--- config.mk ---
export PLATFORM = sky130hd
export DESIGN_NAME = hazard_ctrl
export DESIGN_NICKNAME = d
export VERILOG_FILES = /design/src/rtl/hazard_pkg.sv /design/src/rtl/div_stall_cnt.sv /design/src/rtl/hazard_ctrl.sv
export SDC_FILE = /design/constraint.sdc
export NUM_CORES = 1
export LEC_CHECK = 0
export CORE_ASPECT_RATIO = 0.9
export CORE_MARGIN = 3
export CORE_UTILIZATION = 42
export DETAILED_ROUTE_END_ITERATION = 6
export PLACE_DENSITY_LB_ADDON = 0.2
export SLEW_MARGIN = 10
export SYNTH_ARGS = -nofsm -noshare
export SYNTH_HDL_FRONTEND = slang
export SYNTH_SLANG_ARGS = --single-unit
--- constraint.sdc ---
create_clock -name clk -period 2.6 [get_ports clk]
set_input_delay 0.52 -clock clk [delete_from_list [all_inputs] [get_ports clk]]
set_output_delay 0.52 -clock clk [all_outputs]
set_load 0.005 [all_outputs]
--- src/rtl/hazard_pkg.sv ---
// Shared encodings for the pipeline hazard controller.
package hazard_pkg;

    localparam int unsigned FWD_SEL_W = 2;

    // E-stage operand source selects
    localparam logic [FWD_SEL_W-1:0] FWD_REG = 2'b00;
    localparam logic [FWD_SEL_W-1:0] FWD_W   = 2'b01;
    localparam logic [FWD_SEL_W-1:0] FWD_M   = 2'b10;

    // Deferred-redirect FSM
    typedef enum logic {
        S_RUN        = 1'b0,
        S_FLUSH_PEND = 1'b1
    } state_t;

    // M result wins over W when both hold the newest copy of a register
    function automatic logic [FWD_SEL_W-1:0] fwd_sel(input logic m_hit, input logic w_hit);
        logic [FWD_SEL_W-1:0] sel;
        sel = FWD_REG;
        if (m_hit) begin
            sel = FWD_M;
        end else if (w_hit) begin
            sel = FWD_W;
        end
        return sel;
    endfunction

endpackage

--- src/rtl/div_stall_cnt.sv ---
// Divide latency counter: holds E for DIV_LAT cycles per divide and
// remembers completion so a held divide is not restarted.
module div_stall_cnt #(
    parameter int unsigned DIV_LAT = 32,
    parameter int unsigned CNT_W   = 8
) (
    input  logic clk,
    input  logic resetn,
    input  logic div_start,
    input  logic stall_e,
    input  logic clear,
    output logic div_stall,
    output logic div_busy
);

    localparam logic [CNT_W-1:0] LOAD_VAL = CNT_W'(DIV_LAT - 1);
    localparam logic [CNT_W-1:0] ONE      = CNT_W'(1);

    logic [CNT_W-1:0] cnt;
    logic             div_done;
    logic             start;

    // First cycle of a new divide in E
    assign start     = div_start & (cnt == '0) & ~div_done;
    assign div_stall = start | (cnt != '0);
    assign div_busy  = (cnt != '0);

    // Counter and completion flag; an exception abandons the divide
    always_ff @(posedge clk or negedge resetn) begin
        if (!resetn) begin
            cnt      <= '0;
            div_done <= 1'b0;
        end else if (clear) begin
            cnt      <= '0;
            div_done <= 1'b0;
        end else begin
            if (start) begin
                cnt <= LOAD_VAL;
            end else if (cnt != '0) begin
                cnt <= cnt - ONE;
            end

            if (cnt == ONE) begin
                div_done <= 1'b1;
            end else if (!stall_e) begin
                div_done <= 1'b0;
            end
        end
    end

endmodule

--- src/rtl/hazard_ctrl.sv ---
// Pipeline hazard controller for the 5-stage core: forwarding selects,
// per-stage stall/flush priority and exception redirect sequencing.
module hazard_ctrl
    import hazard_pkg::*;
#(
    parameter int unsigned REG_AW  = 5,
    parameter int unsigned DIV_LAT = 32,
    parameter int unsigned CNT_W   = 8
) (
    input  logic                 clk,
    input  logic                 resetn,
    input  logic [REG_AW-1:0]    rs_d,
    input  logic [REG_AW-1:0]    rt_d,
    input  logic                 branch_d,
    input  logic [REG_AW-1:0]    rs_e,
    input  logic [REG_AW-1:0]    rt_e,
    input  logic [REG_AW-1:0]    wreg_e,
    input  logic                 regwrite_e,
    input  logic                 memtoreg_e,
    input  logic                 div_start_e,
    input  logic [REG_AW-1:0]    wreg_m,
    input  logic                 regwrite_m,
    input  logic                 memtoreg_m,
    input  logic [REG_AW-1:0]    wreg_w,
    input  logic                 regwrite_w,
    input  logic                 imem_busy,
    input  logic                 dmem_busy,
    input  logic                 except_m,
    output logic                 fwd_a_d,
    output logic                 fwd_b_d,
    output logic [FWD_SEL_W-1:0] fwd_a_e,
    output logic [FWD_SEL_W-1:0] fwd_b_e,
    output logic                 stall_f,
    output logic                 stall_d,
    output logic                 stall_e,
    output logic                 stall_m,
    output logic                 flush_d,
    output logic                 flush_e,
    output logic                 flush_m,
    output logic                 flush_w,
    output logic                 redirect,
    output logic                 div_busy
);

    state_t state;
    state_t state_next;
    logic   pend;
    logic   exc;
    logic   lw_stall;
    logic   br_stall;
    logic   div_stall;
    logic   div_clear;

    // Forwarding selects; register 0 never matches
    always_comb begin
        fwd_a_d = (rs_d != '0) & (rs_d == wreg_m) & regwrite_m;
        fwd_b_d = (rt_d != '0) & (rt_d == wreg_m) & regwrite_m;
        fwd_a_e = fwd_sel((rs_e != '0) & (rs_e == wreg_m) & regwrite_m,
                          (rs_e != '0) & (rs_e == wreg_w) & regwrite_w);
        fwd_b_e = fwd_sel((rt_e != '0) & (rt_e == wreg_m) & regwrite_m,
                          (rt_e != '0) & (rt_e == wreg_w) & regwrite_w);
    end

    // Load-use and branch-operand hazard detection
    always_comb begin
        lw_stall = memtoreg_e & (rt_e != '0) & ((rt_e == rs_d) | (rt_e == rt_d));
        br_stall = branch_d &
                   ((regwrite_e & (wreg_e != '0) & ((wreg_e == rs_d) | (wreg_e == rt_d))) |
                    (memtoreg_m & (wreg_m != '0) & ((wreg_m == rs_d) | (wreg_m == rt_d))));
    end

    assign pend      = (state == S_FLUSH_PEND);
    assign exc       = ~pend & except_m;
    assign div_clear = pend | exc;

    div_stall_cnt #(
        .DIV_LAT (DIV_LAT),
        .CNT_W   (CNT_W)
    ) u_div_cnt (
        .clk       (clk),
        .resetn    (resetn),
        .div_start (div_start_e),
        .stall_e   (stall_e),
        .clear     (div_clear),
        .div_stall (div_stall),
        .div_busy  (div_busy)
    );

    // Redirect FSM state register
    always_ff @(posedge clk or negedge resetn) begin
        if (!resetn) begin
            state <= S_RUN;
        end else begin
            state <= state_next;
        end
    end

    // Next state and prioritised stall/flush/redirect generation
    always_comb begin
        state_next = state;
        stall_f    = 1'b0;
        stall_d    = 1'b0;
        stall_e    = 1'b0;
        stall_m    = 1'b0;
        flush_d    = 1'b0;
        flush_e    = 1'b0;
        flush_m    = 1'b0;
        flush_w    = 1'b0;
        redirect   = 1'b0;

        if (pend) begin
            stall_f = 1'b1;
            flush_d = 1'b1;
            if (!imem_busy) begin
                redirect   = 1'b1;
                state_next = S_RUN;
            end
        end else if (exc) begin
            flush_d = 1'b1;
            flush_e = 1'b1;
            flush_m = 1'b1;
            flush_w = 1'b1;
            if (imem_busy) begin
                state_next = S_FLUSH_PEND;
            end else begin
                redirect = 1'b1;
            end
        end else if (dmem_busy) begin
            stall_f = 1'b1;
            stall_d = 1'b1;
            stall_e = 1'b1;
            stall_m = 1'b1;
            flush_w = 1'b1;
        end else if (div_stall) begin
            stall_f = 1'b1;
            stall_d = 1'b1;
            stall_e = 1'b1;
            flush_m = 1'b1;
        end else if (lw_stall | br_stall) begin
            stall_f = 1'b1;
            stall_d = 1'b1;
            flush_e = 1'b1;
        end else if (imem_busy) begin
            stall_f = 1'b1;
            flush_d = 1'b1;
        end
    end

endmodule

After elaboration in Yosys (flattened, before gate mapping)
Index checks and enable logic that the tools add are counted.

Divide/modulo/power cells: 0. Bitwise gates (word level): 31. Equality and inequality tests: 14. Shift-type cells: 0. Multiply operators: 0. Mux-type cells: 47. Add/sub/neg operators: 1. Reductions and logical operators: 9. Magnitude comparators: 0.

Operator list (count): 5-bit equality test (12); 1-bit two-way mux (42); 5-bit nonzero test (6); 8-bit two-way mux (3); 1-bit AND (22); 8-bit by 1-bit equality test with 1-bit output (second input constant) (1); 8-bit logical NOT (1); 8-bit nonzero test (1); 8-bit by 1-bit subtractor with 8-bit output (second input constant) (1); 1-bit bitwise OR (7); 2-bit two-way mux (2); 3-bit inequality test (second input constant) (1); 3-bit nonzero test (1); 1-bit inverter (2).

Memories kept: 0. Memory bits (read-only): 0. Input port bits: 47. Latch bits: 0. RAM bits: 0. Output and inout port bits: 16. Bits in registers: 10.

Depth between registers and ports, before layout
Gate-level depths: netlist of run 1.

Depth in word-level cells: 11. Depth in mapped cells: 9. Mapped depth without buffers: 8.

Modules after synthesis
From an unflattened synthesis of run 1, not the netlist that was laid out.

Cells, all modules: 169. Area total of the unflattened synthesis: 1392.6 um^2.

Modules (own cells, without submodules): hazard_ctrl (area an instance 889.6 um^2, sequential area each 25.0 um^2, instances 1, cells an instance 120); div_stall_cnt (area an instance 503.0 um^2, sequential area each 225.2 um^2, instances 1, cells an instance 49).

Least setup slack after synthesis of run 1
OpenSTA, ideal clock, no wires.

Kind: input to output. Start point: input wreg_m[1]. End point: output flush_d. Stages on the path: 6. Setup slack: 297 ps. Arrival time: 1783 ps. Cell sequence: clkbuf_1 or4_1 o211ai_1 a21oi_1 nor2_1 a41o_1.

Longest elaborated chain between the ends: 11. Elaborated cells between the ends (all ways): 14. Those cells by class: eq/ne (2); mux (5); bitwise (6); reduce/logical (1).

RTL lines: start, declared (RTL line hazard_ctrl.sv:21) `input logic [REG_AW-1:0] wreg_m,`; 5-bit equality test or 5-bit nonzero test (tied branches) (RTL line hazard_ctrl.sv:69) `(memtoreg_m & (wreg_m != '0) & ((wreg_m == rs_d) | (wreg_m == rt_d))));`; 1-bit bitwise OR or 1-bit AND (tied branches) (RTL line hazard_ctrl.sv:69); 1-bit AND * (RTL line hazard_ctrl.sv:69); 1-bit bitwise OR * (RTL line hazard_ctrl.sv:68) `((regwrite_e & (wreg_e != '0) & ((wreg_e == rs_d) | (wreg_e == rt_d))) |`; 1-bit AND * (RTL line hazard_ctrl.sv:67) `br_stall = branch_d &`; 1-bit bitwise OR * (RTL line hazard_ctrl.sv:139) `end else if (lw_stall | br_stall) begin`; 1-bit two-way mux * (RTL line hazard_ctrl.sv:139); 1-bit two-way mux * (RTL line hazard_ctrl.sv:134) `end else if (div_stall) begin`; 1-bit two-way mux * (RTL line hazard_ctrl.sv:128) `end else if (dmem_busy) begin`; 1-bit two-way mux * (RTL line hazard_ctrl.sv:118) `end else if (exc) begin`; 1-bit two-way mux * (RTL line hazard_ctrl.sv:111) `if (pend) begin`; end, declared (RTL line hazard_ctrl.sv:37) `output logic flush_d,`.

Mark *: on every way between the ends. The rest lies on a longest branch, timed or not.

Worst setup path after layout of run 1
Start point: input rt_d[2]. End point: output flush_d.

Longest elaborated chain between the ends: 11. Elaborated cells between the ends (all ways): 17. Those cells by class: eq/ne (3); mux (5); bitwise (9).

RTL lines: start, declared (RTL line hazard_ctrl.sv:13) `input logic [REG_AW-1:0] rt_d,`; 5-bit equality test, on equally long branches (RTL line hazard_ctrl.sv:68, hazard_ctrl.sv:69); 1-bit bitwise OR, on equally long branches (RTL line hazard_ctrl.sv:68, hazard_ctrl.sv:69); 1-bit AND, on equally long branches (RTL line hazard_ctrl.sv:68, hazard_ctrl.sv:69); 1-bit bitwise OR (RTL line hazard_ctrl.sv:68); 1-bit AND (RTL line hazard_ctrl.sv:67); 1-bit bitwise OR * (RTL line hazard_ctrl.sv:139); 1-bit two-way mux * (RTL line hazard_ctrl.sv:139); 1-bit two-way mux * (RTL line hazard_ctrl.sv:134); 1-bit two-way mux * (RTL line hazard_ctrl.sv:128); 1-bit two-way mux * (RTL line hazard_ctrl.sv:118); 1-bit two-way mux * (RTL line hazard_ctrl.sv:111).

Marks and branches as above.

==> run_results.csv, run 1 <==
group,metric,value,unit
setup_path,cp-startpoint,"rt_d[2]",
floorplan,core_area,2910,sq um
job,drv_cap,0,
timing,fin_tns_setup,-102,ps
synthesis,yosys.area_share.simple,28.5,%
placement,port_buffers,62,
synthesis,syn_inst,178,
floorplan,io_pins,63,
setup_path,crit_arrival,2150,ps
synthesis,synthAdderAreaFrac,2.80,%
grt,grt_pass1_vias,1838,
setup_path,cp_max_fo,4,
grt,grt_max_degree,11,
route,drtAntennaViolNets,0,
timing,maxSlewHeadroom,69.9,%
route,via_per_inst,5.68,
cells_and_area,num_antenna_cells,0,
setup_path,reg2reg_to,"u_div_cnt.cnt[7]",
timing,finalSetupViolCount,4,
timing,fin_crit,2670,ps
route,wl_per_cell,17.7,microns
setup_path,required,2080,ps
setup_path,start_kind,"input pin",
floorplan,die_h,59.6,microns
grt,track_usage,28.0,%
grt,antenna_found_initial,0,
clock_tree,clk_latency,280,ps
timing,fin_crit_sh,103,%
timing,setup_ws,-69.7,ps
grt,grt_overflow,0,
clock_tree,root_buffer,"clkbuf_4",
synthesis,ys_warn_count,0,
synthesis,synth-compound-area-share,11.9,%
power,cellPowerDensity,626,nW/um^2
synthesis,synth_top_family_by_area,"XOR/XNOR gates",
cells_and_area,layout_common_cells,"46 x buf_4, 30 x xnor2_1, 22 x clkdlybuf4s50_1",
placement,gp_congestion,0.926,
setup_path,crit_slowest_cell,"dlygate4sd2_1",
setup_path,reg2reg_from,"u_div_cnt.cnt[1]",
synthesis,synthXorXnorAreaFrac,32.6,%
placement,hpwl,4.10,mm
timing,slew_violations,0,
outcome,violations,"DRC, setup timing",
power,p_leak,1.07,nW
clock_tree,clock-sinks,10,
cells_and_area,nets,334,
cells_and_area,final_area,2470,sq um
synthesis,syn_area_per_cell,7.54,sq um
floorplan,num_rows,18,
synthesis,synth_cell_types,34,
route,vias,1835,
outcome,outcome,"complete, but fails checks",
route,drc_errors,11,
timing,worstMarginPinSlew,451,ps
timing,fmax,375,MHz
setup_path,cpLargestDelayFamily,"buffers and inverters",
setup_path,worst-path-buf-inv,3,
cells_and_area,final_common_cell,"buf_4",
min_path,hold_path.class,"flip-flop to flip-flop",
clock_tree,cts_max_path_buffers,2,
setup_path,cp.depth,8,
placement,dpl_cell_area,2300,sq um
setup_path,max_stage_delay,300,ps
floorplan,die_area,3910,sq um
grt,grt_pass1_wl,8.47,mm
setup_path,cp-end-kind,"primary output",
route,finalWirelength,5.72,mm
floorplan,die_w,65.6,microns
clock_tree,tritoncts,"done",
setup_path,setup.worst_path.end,"flush_d",
synthesis,syn-num-nets,228,
cells_and_area,drive_gt1_share,36.0,%
cells_and_area,syn_to_final_growth,84.0,%
setup_path,worstSetupPathType,"input pin to primary output",
clock_tree,cts_buffers,3,
clock_tree,cts_htree_levels,1,
setup_path,rrSetupSlack,600,ps
power,total_power,1.55,mW
synthesis,synth_area,1340,sq um
floorplan,start_util,46.2,%
clock_tree,clk_pin_slew_worst_paths,70,ps
setup_path,reg2reg_depth,7,
route,dr.pass1.iters,7,
power,ir_worst_vdd,0.794,mV
synthesis,yosys_register_bits,10,
synthesis,synthMuxAreaShare,0.746,%
synthesis,ys_seq_area_share,18.6,%
route,drt-initial-drc-count,134,
timing,fin_skew,7.21,ps
timing,hold_viol,0,
setup_path,cp_cell_sequence,"dlygate4sd2_1, xnor2_1, nand3_1, nor3_2, o221ai_4, buf_4, a41o_1, buf_2",
timing,rsz0062_at_grt,"yes",
## logic make-up (layout without fill, tap and decap cells)
group	count (synthesis)	in the layout
compound gates	25	25
xor+xnor	50	50
fa+ha+maj	3	3
buf+inv	16	121
flops	10	10
mux	1	1
simple gates	73	73
## what timing repair did
action	in CTS	in global routing
setup endpoints to repair	11	10
pin swaps	27	27
setup buffers	4	2
gates resized for setup	84	38
hold buffers	0	0
## Yosys cell counts (all sizes together)
cell type  instances  area [sq um]
xnor2             30           263
nor2              25          93.8
xor2              20           175
clkbuf            11          45.1
dfrtp             10           250
nor3              10          55.1
a21oi              7          35.0
nand2              7          26.3
nand3              6          30.0
or4                6          45.0
nand4              5          31.3
o21ai              5          25.0
a211oi             4          30.0
inv                4          15.0
nor4               4          25.0
a31oi              3          18.8
and2               3          18.8
ha                 3          37.5
or3                3          28.8
o211ai             2          15.0
a21o               1          8.76
a311oi             1          8.76
a41o               1          10.0
and4               1          8.76
buf                1          3.75
mux2i              1          10.0
nor2b              1          6.26
nor3b              1          7.51
o221ai             1          8.76
or2                1          6.26
## registers in the layout (all words and copies together), names as in the netlist
name,flops
pend,1
u_div_cnt.cnt,8
u_div_cnt.div_done,1
## metal layers
metal  part of all wire [%]  GRT usage [%]  routed length, microns
met5                      0              0                       0
met4                    3.9           6.80                     221
met3                    7.3           4.55                     419
met2                     48           50.8                    2740
met1                     41           34.8                    2340
## power breakdown
part / internal (mW) / total [mW] / switching [mW]
clock network: 0.0853 / 0.143 / 0.0579
logic: 0.531 / 1.12 / 0.586
registers: 0.216 / 0.288 / 0.0720
## worst register-to-register path: stages, from the launching register on
cell and delay (ps):
dfrtp_1 390, buf_4 140, or3_4 390, or3_4 340, or3_1 340, nor3_1 180, a21oi_1 70, nor2_1 90
## how the worst min path moves through the flow
stage | start | end | slack (ps) | cells after the start
finish | u_div_cnt.cnt[6] | u_div_cnt.cnt[6] | 520 | 1
global route | u_div_cnt.cnt[6] | u_div_cnt.cnt[6] | 550 | 1
CTS | u_div_cnt.cnt[6] | u_div_cnt.cnt[6] | 510 | 1
detailed placement | u_div_cnt.cnt[6] | u_div_cnt.cnt[6] | 500 | 1
global placement | u_div_cnt.cnt[2] | u_div_cnt.cnt[2] | 490 | 1
floorplan | resetn | pend | 220 | 0
## metrics by stage
| step | cells | hold WS, ps | util, % | worst slack [ps] |
|---|---|---|---|---|
| global route | 323 | 549 | 85.0 | -110 |
| floorplan | 178 | 224 | - | 297 |
| detailed placement | 313 | 502 | 79.2 | -664 |
| CTS | 321 | 514 | 82.5 | 0.989 |
| global placement | 313 | 490 | 79.2 | -616 |
| finish | 323 | 521 | 85.0 | -69.7 |
## area by class of cell
type                            instances  area, sq um
Clock buffer                            4         36.3
Fill cell                             160          435
Inverter                                4         15.0
Multi-Input combinational cell        152         1180
Sequential cell                        10          250
Tap cell                               40         50.0
Timing Repair Buffer                  113          935
(Power assumes the default switching activity.)
==> inputs of run 2 (changes only) <==
--- a/config.mk
+++ b/config.mk
@@ -10,6 +10,7 @@
 export CORE_UTILIZATION = 42
 export DETAILED_ROUTE_END_ITERATION = 6
 export PLACE_DENSITY_LB_ADDON = 0.2
+export SKIP_CTS_REPAIR_TIMING = 1
 export SLEW_MARGIN = 10
 export SYNTH_ARGS = -nofsm -noshare
 export SYNTH_HDL_FRONTEND = slang
==> run 2 against run 1 <==
  * Die area unchanged
  * Sequential cell count unchanged
  * The flow finishes with violations (setup timing)
  * Combinational power about the same
  * Hold slack improved by 7.3 ps
  * First-iteration DRC count fell by 10%
  * Register-to-register slack improved by 110 ps
  * Via count increased by 2.5%
  * Count of clock-buffer cells in the layout did not move
  * Global-route usage down 1.7 points
  * Maximum frequency up 1.8%
  * Critical path type unchanged
==> run_results.csv, run 2 (synthesis gave the netlist of run 1 again) <==
group,metric,value,unit
route,via_per_inst,5.88,
placement,port_buffers,62,
cells_and_area,largest_reg_flops,8,
route,dr.pass1.iters,4,
timing,finalSetupViolCount,3,
timing,worstMarginPinSlew,435,ps
clock_tree,cts_buffers,3,
setup_path,crit_arrival,2100,ps
timing,fmax,381,MHz
setup_path,max_stage_delay,580,ps
setup_path,cp-end-kind,"primary output",
setup_path,worstSetupPathType,"input pin to primary output",
cells_and_area,layout_common_cells,"46 x buf_4, 37 x dlymetal6s2s_1, 28 x xnor2_1",
clock_tree,cts_max_path_buffers,2,
cells_and_area,stdcell_count,320,
setup_path,crit_slowest_cell,"or4_4",
setup_path,cp_max_fo,5,
setup_path,start_kind,"input pin",
outcome,outcome,"complete, but fails checks",
setup_path,cpLargestDelayFamily,"simple AND/OR/NAND/NOR gates",
route,wl_per_cell,20.1,microns
timing,whs,528,ps
route,drt-initial-drc-count,120,
power,total_power,1.56,mW
cells_and_area,fin_util,88.9,%
route,finalWirelength,6.44,mm
clock_tree,root_buffer,"clkbuf_4",
power,ir_worst_vdd,0.841,mV
grt,track_usage,26.4,%
floorplan,start_util,46.2,%
timing,setup_ws,-22.2,ps
placement,dp_cells,313,
clock_tree,tritoncts,"done",
floorplan,num_rows,18,
timing,hold_viol,0,
route,drc_errors,0,
clock_tree,cts_htree_levels,1,
cells_and_area,largest-register,"u_div_cnt.cnt",
timing,fin_crit_sh,101,%
floorplan,die_h,59.6,microns
grt,grt_pass1_wl,8.01,mm
route,drtAntennaViolNets,0,
placement,gp_congestion,0.926,
setup_path,cpMostUsedCell,"dlymetal6s2s_1",
timing,fin_skew,10.5,ps
setup_path,cp_cell_sequence,"dlymetal6s2s_1, or4_4, nor2_2, nor4_2, nor4_1, dlymetal6s2s_1",
setup_path,worst-path-buf-inv,2,
cells_and_area,nets,331,
cells_and_area,syn_to_final_growth,92.4,%
power,p_leak,1.38,nW
grt,grt_max_degree,11,
cells_and_area,num_antenna_cells,0,
timing,slew_violations,0,
power,cellPowerDensity,603,nW/um^2
timing,fin_crit,2620,ps
grt,grt_overflow,0,
grt,grt_pass1_vias,1739,
setup_path,required,2080,ps
grt,antenna_found_initial,0,
placement,hpwl,4.10,mm
route,vias,1880,
clock_tree,clk_latency,290,ps
floorplan,die_area,3910,sq um
cells_and_area,final_common_cell,"buf_4",
floorplan,core_area,2910,sq um
floorplan,die_w,65.6,microns
placement,dp_slack,-664,ps
min_path,hold_path.class,"flip-flop to flip-flop",
floorplan,io_pins,63,
clock_tree,clock-sinks,10,
job,drv_cap,0,
cells_and_area,drive_gt1_share,30.7,%
outcome,violations,"setup timing",
clock_tree,clk_pin_slew_worst_paths,70,ps
timing,maxSlewHeadroom,70.9,%
-- run 2: cell types whose count changed in the layout (fill, tap and decap cells not counted), moves of 3 or more --
cell,change
clkbuf_2,-7
dlygate4sd2_1,-19
buf_2,-4
buf_6,-3
clkdlybuf4s15_1,-7
dlymetal6s2s_1,+37
-- run 2: path summary, 6_finish.rpt --
kind / start / endpoint / slack [ps] / cells past startpoint
worst max-delay path: rt_e[2] / fwd_b_e[0] / -20 / 6
worst min-delay path: u_div_cnt.cnt[6] / u_div_cnt.cnt[6] / 530 / 1
worst max register to register: u_div_cnt.cnt[2] / u_div_cnt.cnt[7] / 710 / 6
worst min register to register: u_div_cnt.cnt[6] / u_div_cnt.cnt[6] / 530 / 1
max in group asynchronous: resetn / u_div_cnt.cnt[1] / 1750 / 1
min in group asynchronous: resetn / u_div_cnt.cnt[4] / 540 / 1
-- run 2: where the power goes --
| group | leakage (nW) | total, mW | internal [mW] | switching, mW |
|---|---|---|---|---|
| logic | 1.23 | 1.13 | 0.534 | 0.592 |
| registers | 0.133 | 0.287 | 0.215 | 0.0711 |
| clock network | 0.0210 | 0.146 | 0.0854 | 0.0610 |
-- run 2: metal layers --
layer,track usage [%],vias to the layer above,wire [microns]
li1,-,822,-
met1,32.2,892,2390
met2,48.5,127,3160
met3,5.31,39,503
met4,4.73,0,383
met5,0,-,0
-- run 2: layout make-up --
class | count | area [sq um]
Clock buffer | 4 | 36.3
Fill cell | 132 | 323
Inverter | 4 | 15.0
Multi-Input combinational cell | 152 | 1160
Sequential cell | 10 | 250
Tap cell | 40 | 50.0
Timing Repair Buffer | 110 | 1070
-- run 2: worst register-to-register path: stages (launching register included) --
cell	delay [ps]
dfrtp_1	420
or3_4	390
or3_4	350
or3_1	340
nor3_1	150
a21oi_1	70
nor2_1	90
-- run 2: metrics by stage --
step | setup TNS, ps | area [sq um]
2_1_floorplan | 0 | 1340
3_3_place_gp | -4290 | 2300
3_5_place_dp | -4770 | 2300
4_1_cts | -5000 | 2340
5_1_grt | -226 | 2580
6_report | -39.9 | 2580
==> inputs of run 3 (changes only) <==
--- a/config.mk
+++ b/config.mk
@@ -5,9 +5,11 @@
 export SDC_FILE = /design/constraint.sdc
 export NUM_CORES = 1
 export LEC_CHECK = 0
+export CAP_MARGIN = 5
 export CORE_ASPECT_RATIO = 0.9
 export CORE_MARGIN = 3
 export CORE_UTILIZATION = 42
+export CTS_CLUSTER_DIAMETER = 150
 export DETAILED_ROUTE_END_ITERATION = 6
 export PLACE_DENSITY_LB_ADDON = 0.2
 export SKIP_CTS_REPAIR_TIMING = 1
==> results of run 3 <==
No change in the layout: final DEF, timing and power equal those of run 2.
